## src/rtl/crc32_frame_check.sv

```systemverilog
// Streaming CRC-32 frame checker: folds DW wire-order bits per beat and
// reports a pass/kill verdict one cycle after each frame ends.
module crc32_frame_check #(
  parameter int          DW        = 2,
  parameter logic [31:0] POLY      = 32'h04C11DB7,
  parameter logic [31:0] INIT      = 32'hFFFFFFFF,
  parameter logic [31:0] RESIDUE   = 32'hC704DD7B,
  parameter int          MIN_BYTES = 64,
  parameter int          CNT_W     = 16
) (
  input  logic             clk,
  input  logic             rst,
  input  logic             axiiv,
  input  logic [DW-1:0]    axiid,
  output logic             done,
  output logic             kill,
  output logic [31:0]      crc_q,
  output logic [CNT_W-1:0] byte_count
);

  localparam int BW = CNT_W + 3;
  localparam logic [CNT_W-1:0] MINB = CNT_W'(MIN_BYTES);
  localparam logic [BW-1:0]    BMAX = '1;

  typedef enum logic [1:0] {
    IDLE,
    RUN,
    REPORT
  } state_t;

  state_t           state_q, state_d;
  logic [31:0]      crc_r_q, crc_r_d;
  logic [BW-1:0]    bits_q, bits_d;
  logic [31:0]      crc_h_q, crc_h_d;
  logic [CNT_W-1:0] bc_q, bc_d;
  logic             done_q, done_d;
  logic             kill_q, kill_d;

  logic [BW:0]      bits_sum;
  logic [BW-1:0]    bits_sat;
  logic             verdict;

  // Unrolled serial LFSR: bit 0 of the beat is the earliest on the wire.
  function automatic logic [31:0] fold(
    input logic [31:0]   c,
    input logic [DW-1:0] d
  );
    logic [31:0] r;
    logic        fb;
    r = c;
    for (int i = 0; i < DW; i++) begin
      fb = r[31] ^ d[i];
      r  = {r[30:0], 1'b0} ^ (fb ? POLY : 32'h0);
    end
    return r;
  endfunction

  assign bits_sum = {1'b0, bits_q} + (BW+1)'(DW);
  assign bits_sat = bits_sum[BW] ? BMAX : bits_sum[BW-1:0];

  assign verdict = (crc_r_q != RESIDUE)
                 | (bits_q[BW-1:3] < MINB)
                 | (bits_q[2:0] != 3'd0);

  always_comb begin
    state_d = state_q;
    crc_r_d = crc_r_q;
    bits_d  = bits_q;
    crc_h_d = crc_h_q;
    bc_d    = bc_q;
    done_d  = 1'b0;
    kill_d  = 1'b0;
    unique case (state_q)
      IDLE, REPORT: begin
        if (axiiv) begin
          state_d = RUN;
          crc_r_d = fold(INIT, axiid);
          bits_d  = BW'(DW);
        end else begin
          state_d = IDLE;
        end
      end
      RUN: begin
        if (axiiv) begin
          crc_r_d = fold(crc_r_q, axiid);
          bits_d  = bits_sat;
        end else begin
          state_d = REPORT;
          crc_h_d = crc_r_q;
          bc_d    = bits_q[BW-1:3];
          done_d  = 1'b1;
          kill_d  = verdict;
        end
      end
      default: state_d = IDLE;
    endcase
  end

  always_ff @(posedge clk or negedge rst) begin
    if (!rst) begin
      state_q <= IDLE;
      crc_r_q <= INIT;
      bits_q  <= '0;
      crc_h_q <= '0;
      bc_q    <= '0;
      done_q  <= 1'b0;
      kill_q  <= 1'b0;
    end else begin
      state_q <= state_d;
      crc_r_q <= crc_r_d;
      bits_q  <= bits_d;
      crc_h_q <= crc_h_d;
      bc_q    <= bc_d;
      done_q  <= done_d;
      kill_q  <= kill_d;
    end
  end

  assign done       = done_q;
  assign kill       = kill_q;
  assign crc_q      = crc_h_q;
  assign byte_count = bc_q;

endmodule

```

## config.mk

```make
export PLATFORM = sky130hd
export DESIGN_NAME = crc32_frame_check
export DESIGN_NICKNAME = d
export VERILOG_FILES = /design/src/rtl/crc32_frame_check.sv
export SDC_FILE = /design/constraint.sdc
export NUM_CORES = 1
export LEC_CHECK = 0
export ABC_AREA = 0
export ABC_CLOCK_PERIOD_IN_PS = 2600
export BUFFER_PORTS_ARGS = -buffer_cell sky130_fd_sc_hd__buf_2
export CORE_ASPECT_RATIO = 1.75
export CORE_UTILIZATION = 40
export DETAILED_ROUTE_END_ITERATION = 16
export SYNTH_ARGS = -nofsm -noshare
export SYNTH_HDL_FRONTEND = slang
export SYNTH_SLANG_ARGS = --single-unit
export TNS_END_PERCENT = 50
```

## constraint.sdc

```tcl
create_clock -name clk -period 2.6 [get_ports clk]
set_input_delay 0 -clock clk [delete_from_list [all_inputs] [get_ports clk]]
set_output_delay 0 -clock clk [all_outputs]
set_load 0.02 [all_outputs]
```

== Word level (Yosys, flattened, before mapping) ==
Index checks and enable logic that the tools add are counted.

* Memories kept: 0
* Bits in latches: 0
* Bits in writable memories: 0
* Flip-flop bits (word level): 103
* Memory bits (read-only): 0

* Eq/ne operators: 6
* Div/mod/pow operators: 0
* Order comparisons: 1
* Muxes and demuxes: 18
* Shift operators: 0
* Bitwise logic cells: 10
* Add/subtract/negate cells: 1
* Reductions and logical operators: 6
* Multiply operators: 0

{| class="wikitable"
|+ Operators with widths
! cell !! number
|-
| $mux 27 || 4
|-
| $xor 32x27->32 || 3
|-
| $mux 32 || 2
|-
| $pmux 32 s2 || 1
|-
| $mux 19 || 3
|-
| $pmux 19 s2 || 1
|-
| $ne 32x32->1 const B || 1
|-
| $not 26->31 || 1
|-
| $add 19x2->20 const B || 1
|-
| $lt 16x7->1 const B || 1
|-
| $ne 2x2->1 const B || 3
|-
| $mux 1 || 5
|-
| $pmux 2 s2 || 1
|-
| $reduce_and 3->1 || 1
|-
| $reduce_bool 3->1 || 1
|-
| $xor 1x1->1 || 3
|-
| $eq 2x1->1 const B || 1
|-
| $eq 2x2->1 const B || 1
|-
| $logic_not 2->1 || 1
|-
| $mux 2 || 1
|-
| $or 1x1->1 || 2
|-
| $reduce_and 2->1 || 1
|-
| $reduce_bool 2->1 || 1
|-
| $reduce_or 2->1 || 1
|-
| $not 1->1 || 1
|}

== Longest topological paths before layout ==
* Depth after elaboration: 8
* Depth in mapped cells: 8

== Least setup slack after synthesis ==
No wires, ideal clock.

* Kind: reg2reg
* From: reg bits_q[1]
* To: reg bits_q[12]
* Clock period less this slack: 2.006 ns
* Stages on the path, launching flop included: 7
* Required time: 2.484 ns
* Arrival: 1.891 ns
* Setup slack: 0.594 ns
* Library setup time: 0.116 ns
* Path buffers: 1
* Cells stage by stage: dfrtp_1 -> ha_1 -> nand3_1 -> or4_1 -> buf_2 -> or3_4 -> o311ai_0

* Cells in the longest elaborated chain, start to end: 4

{| class="wikitable"
|+ RTL lines
! element !! line !! text
|-
| from (decl) || 33 || <nowiki>logic [BW-1:0] bits_q, bits_d;</nowiki>
|-
| from (signal assigned) || 111 || <nowiki>bits_q <= bits_d;</nowiki>
|-
| $add 19x2->20 || 58 || <nowiki>assign bits_sum = {1'b0, bits_q} + (BW+1)'(DW);</nowiki>
|-
| $mux 19 || 59 || <nowiki>assign bits_sat = bits_sum[BW] ? BMAX : bits_sum[BW-1:0];</nowiki>
|-
| $mux 19 || 84 || <nowiki>if (axiiv) begin</nowiki>
|-
| $pmux 19 s2 || 73 || <nowiki>unique case (state_q)</nowiki>
|}

No other way between the ends. The select of a mux whose other input is x is not followed.
A chain may end at the register's enable or synchronous reset.

== Worst setup path in the final report ==
* From: reg bits_q[1]
* To: reg bits_q[4]

Same word-level chain as after synthesis.

==> summary.md <==
| Metric | Value |
|---|---|
| Sequential area share after synthesis | `0.5570` |
| Count of input and output buffers | `54` |
| Vias in the first global route | `3598` |
| Worst hold-check path type | `in2reg` |
| Largest net degree at the start of global routing | `78` |
| Setup TNS Final | `0 ns` |
| Final hold vios | `0` |
| CTS tree | `yes` |
| Busiest grt layer | `met2` |
| Worst Max-Slew Pin Slew | `0.9576 ns` |
| Post-route antenna net violation count | `0` |
| CP Launch Type | `register` |
| CTS buffer count | `9` |
| Die X | `83.94 um` |
| RSZ-0062 raised after global routing | `false` |
| GRT Overall Usage | `0.1993` |
| FFs w/ async S/R, synth | `1.000` |
| Placed cell area | `0.005172 mm^2` |
| Slew Viols, Final | `0` |
| Initial core utilization | `0.4081` |
| EDFF count, synth | `0` |
| Initial antenna violation count | `0` |
| CP arrival | `2.52 ns` |
| Postcts setup bufs | `0` |
| Netlist cell types | `49` |
| Final setup viols | `0` |
| WL/cell | `18.40 um` |
| Layout cell share with drive strength beyond 1 | `0.3632` |
| Slowest CP cell | `or4_1` |
| Drt total wl | `11.10 mm` |
| Top-level port count | `55` |
| Mapped cell area | `0.004700 mm^2` |
| Rel. slew slack | `0.3616` |
| Main synth FF type | `dfrtp_1` |
| Number of core rows | `52` |
| Max_cap viols | `0` |
| DP HPWL | `7.972 mm` |
| CP Capture Type | `register` |
| Top delay family on crit path | `simple AND/OR/NAND/NOR gates` |
| Router iterations before antenna repair | `10` |
| PwrDens | `774.8 mW/mm^2` |
| Full die area | `0.01220 mm^2` |
| Die height | `145.4 um` |
| Fin crit share | `0.8844` |
| Final Instance Area | `0.005477 mm^2` |
| Syn. warnings | `0` |
| Worst-Skew Late Latency | `0.34 ns` |
| Met3 usage | `0.03573` |
| GR Util met2 | `0.3643` |
| Status | `finished with violations` |
| Clock tree root driver cell | `clkbuf_16` |
| Post-route clock skew | `0.007351 ns` |
| CTS clk-pin slew, worst paths | `0.07 ns` |
| Synth-to-layout area growth | `16.53%` |
| DRT iter0 DRCs | `220` |
| Fin nets | `469` |
| H-tree depth | `3` |
| Critical path cell sequence | `ha_1, nand3_1, or4_1, or3_4, o311ai_0` |
| Post-layout min period | `2.300 ns` |
| GRT met1 Usage | `0.2228` |
| F_max | `434.9 MHz` |
| Routability cong. | `0.9142` |
| N_diodes | `0` |
| Worst vdd ir | `0.5015 mV` |
| Core area | `0.01152 mm^2` |
| Clock Sinks | `103` |
| Buf/Inv on CP | `0` |
| Via/cell ratio | `5.720` |
| Worst-path fanout max | `7` |
| Critical Path Max Stage Delay | `0.72 ns` |
| Syn Inst Count | `404` |
| Max Root-Sink Buffers | `2` |
| Remaining DRCs | `2` |
| WP data required | `2.82 ns` |
| Failing checks | `DRC` |
| Mean Syn Cell Area | `11.63 um^2` |
| Crit path kind | `reg2reg` |
| Pleak | `0.002303 uW` |
| Via Count | `3449` |
| Yosys reg bits | `103` |
| Syn_nets | `410` |
| First-pass GRT wire length | `18.86 mm` |
| Final global-route overflow total | `0` |
power breakdown:
group	switching, uW	internal, uW	total (uW)
clock network	583	700	1280
registers	199	1900	2100
logic	497	363	860
routing by layer:
layer | part of all wire | up-vias
met1 | 0.38 | 1753
li1 | - | 1607
met2 | 0.56 | 71
met3 | 0.029 | 18
met5 | 0 | -
met4 | 0.026 | 0
through the flow:
step	hold slack (ns)	total power, uW	util	setup slack [ns]	instances
2_1_floorplan	-0.2956	2656	-	0.5938	404
3_3_place_gp	0.2040	2976	0.4492	0.3881	585
3_5_place_dp	0.2171	2999	0.4492	0.3302	585
4_1_cts	0.06262	4303	0.4756	0.3111	603
5_1_grt	0.1111	4457	0.4756	0.1419	603
6_report	0.07854	4243	0.4756	0.3004	603
placed cells by master, fill, tap and decap left out, drive strengths merged, types with 2 or more instances in the layout:
master       netlist  routed
clkinv             0       3
buf                7      68
xor2              15      15
dfstp             32      32
dfrtp             71      71
and4               3       3
nor4               7       7
o21ai             17      17
nand2b             2       2
or4               11      11
and2               2       2
nand3             10      10
o211ai             8       8
dlygate4sd3        0       2
nand4b             9       9
clkbuf            15      11
or3                3       3
a21oi             28      28
nor4b              2       2
and3               4       4
nor3               6       6
xnor2              2       2
inv                7       8
o22a              10      10
nor2b              2       2
nand2             11      11
nand4              5       5
o311ai             4       4
nor3b              2       2
nor2              42      42
a22o               2       2
a31oi              4       4
mux2              48      48
registers in the layout, summed over array words and instances (netlist names):
name        flops
bits_q         19
byte_count     16
crc_q          32
crc_r_q        32
done            1
kill            1
state_q         2
tightest hold or removal path: stages:
cell,delay (ns)
buf_2,0.19
a22o_1,0.16
a21oi_1,0.06
cell families (layout without fill, tap and decap cells):
logic type / count (synthesis) / count (layout) / share of synthesized area
XOR/XNOR: 17 / 17 / 0.03967
flip-flops: 103 / 103 / 0.5570
multiplexers: 48 / 48 / 0.1150
AO/OA/AOI/OAI: 82 / 82 / 0.1129
adder cells (fa/ha/maj): 1 / 1 / 0.002662
buffers and inverters: 29 / 93 / 0.02556
AND/OR/NAND/NOR: 124 / 124 / 0.1472
synth_stat cells (all sizes together), types with 9 or more instances:
library cell,instances,share of area
a21oi,28,0.030
xor2,15,0.036
nand2,11,0.0088
clkbuf,15,0.012
dfrtp,71,0.38
o22a,10,0.019
mux2,48,0.12
nand4b,9,0.017
dfstp,32,0.18
or4,11,0.018
o21ai,17,0.018
nor2,42,0.034
nand3,10,0.011
timing repair:
action | 4_1_cts | 5_1_grt
hold endpoints to repair | 45 | 0
hold buffers | 2 | 0
gates resized for setup | 0 | 0
final timing paths:
path / startpoint / to / cells past startpoint / slack (ns)
max: bits_q[1]$_DFFE_PN0P_ / bits_q[4]$_DFFE_PN0P_ / 5 / 0.30
min: axiid[1] / crc_r_q[0]$_DFFE_PN1P_ / 3 / 0.08
max reg2reg: bits_q[1]$_DFFE_PN0P_ / bits_q[4]$_DFFE_PN0P_ / 5 / 0.30
min reg2reg: byte_count[9]$_DFFE_PN0P_ / byte_count[9]$_DFFE_PN0P_ / 1 / 0.50
max in group asynchronous: rst / byte_count[11]$_DFFE_PN0P_ / 3 / 1.44
min in group asynchronous: rst / done$_DFF_PN0_ / 2 / 0.34
cell type report:
class,count,area (um^2)
clock buffers,11,252.7
clock inverters,5,31.28
fillers,1063,6040
inverters,7,26.28
multi-input cells,272,1969
flip-flops and latches,103,2618
well taps,135,168.9
repair buffers,70,410.4
Note: power is estimated with default switching activity, not from simulation.
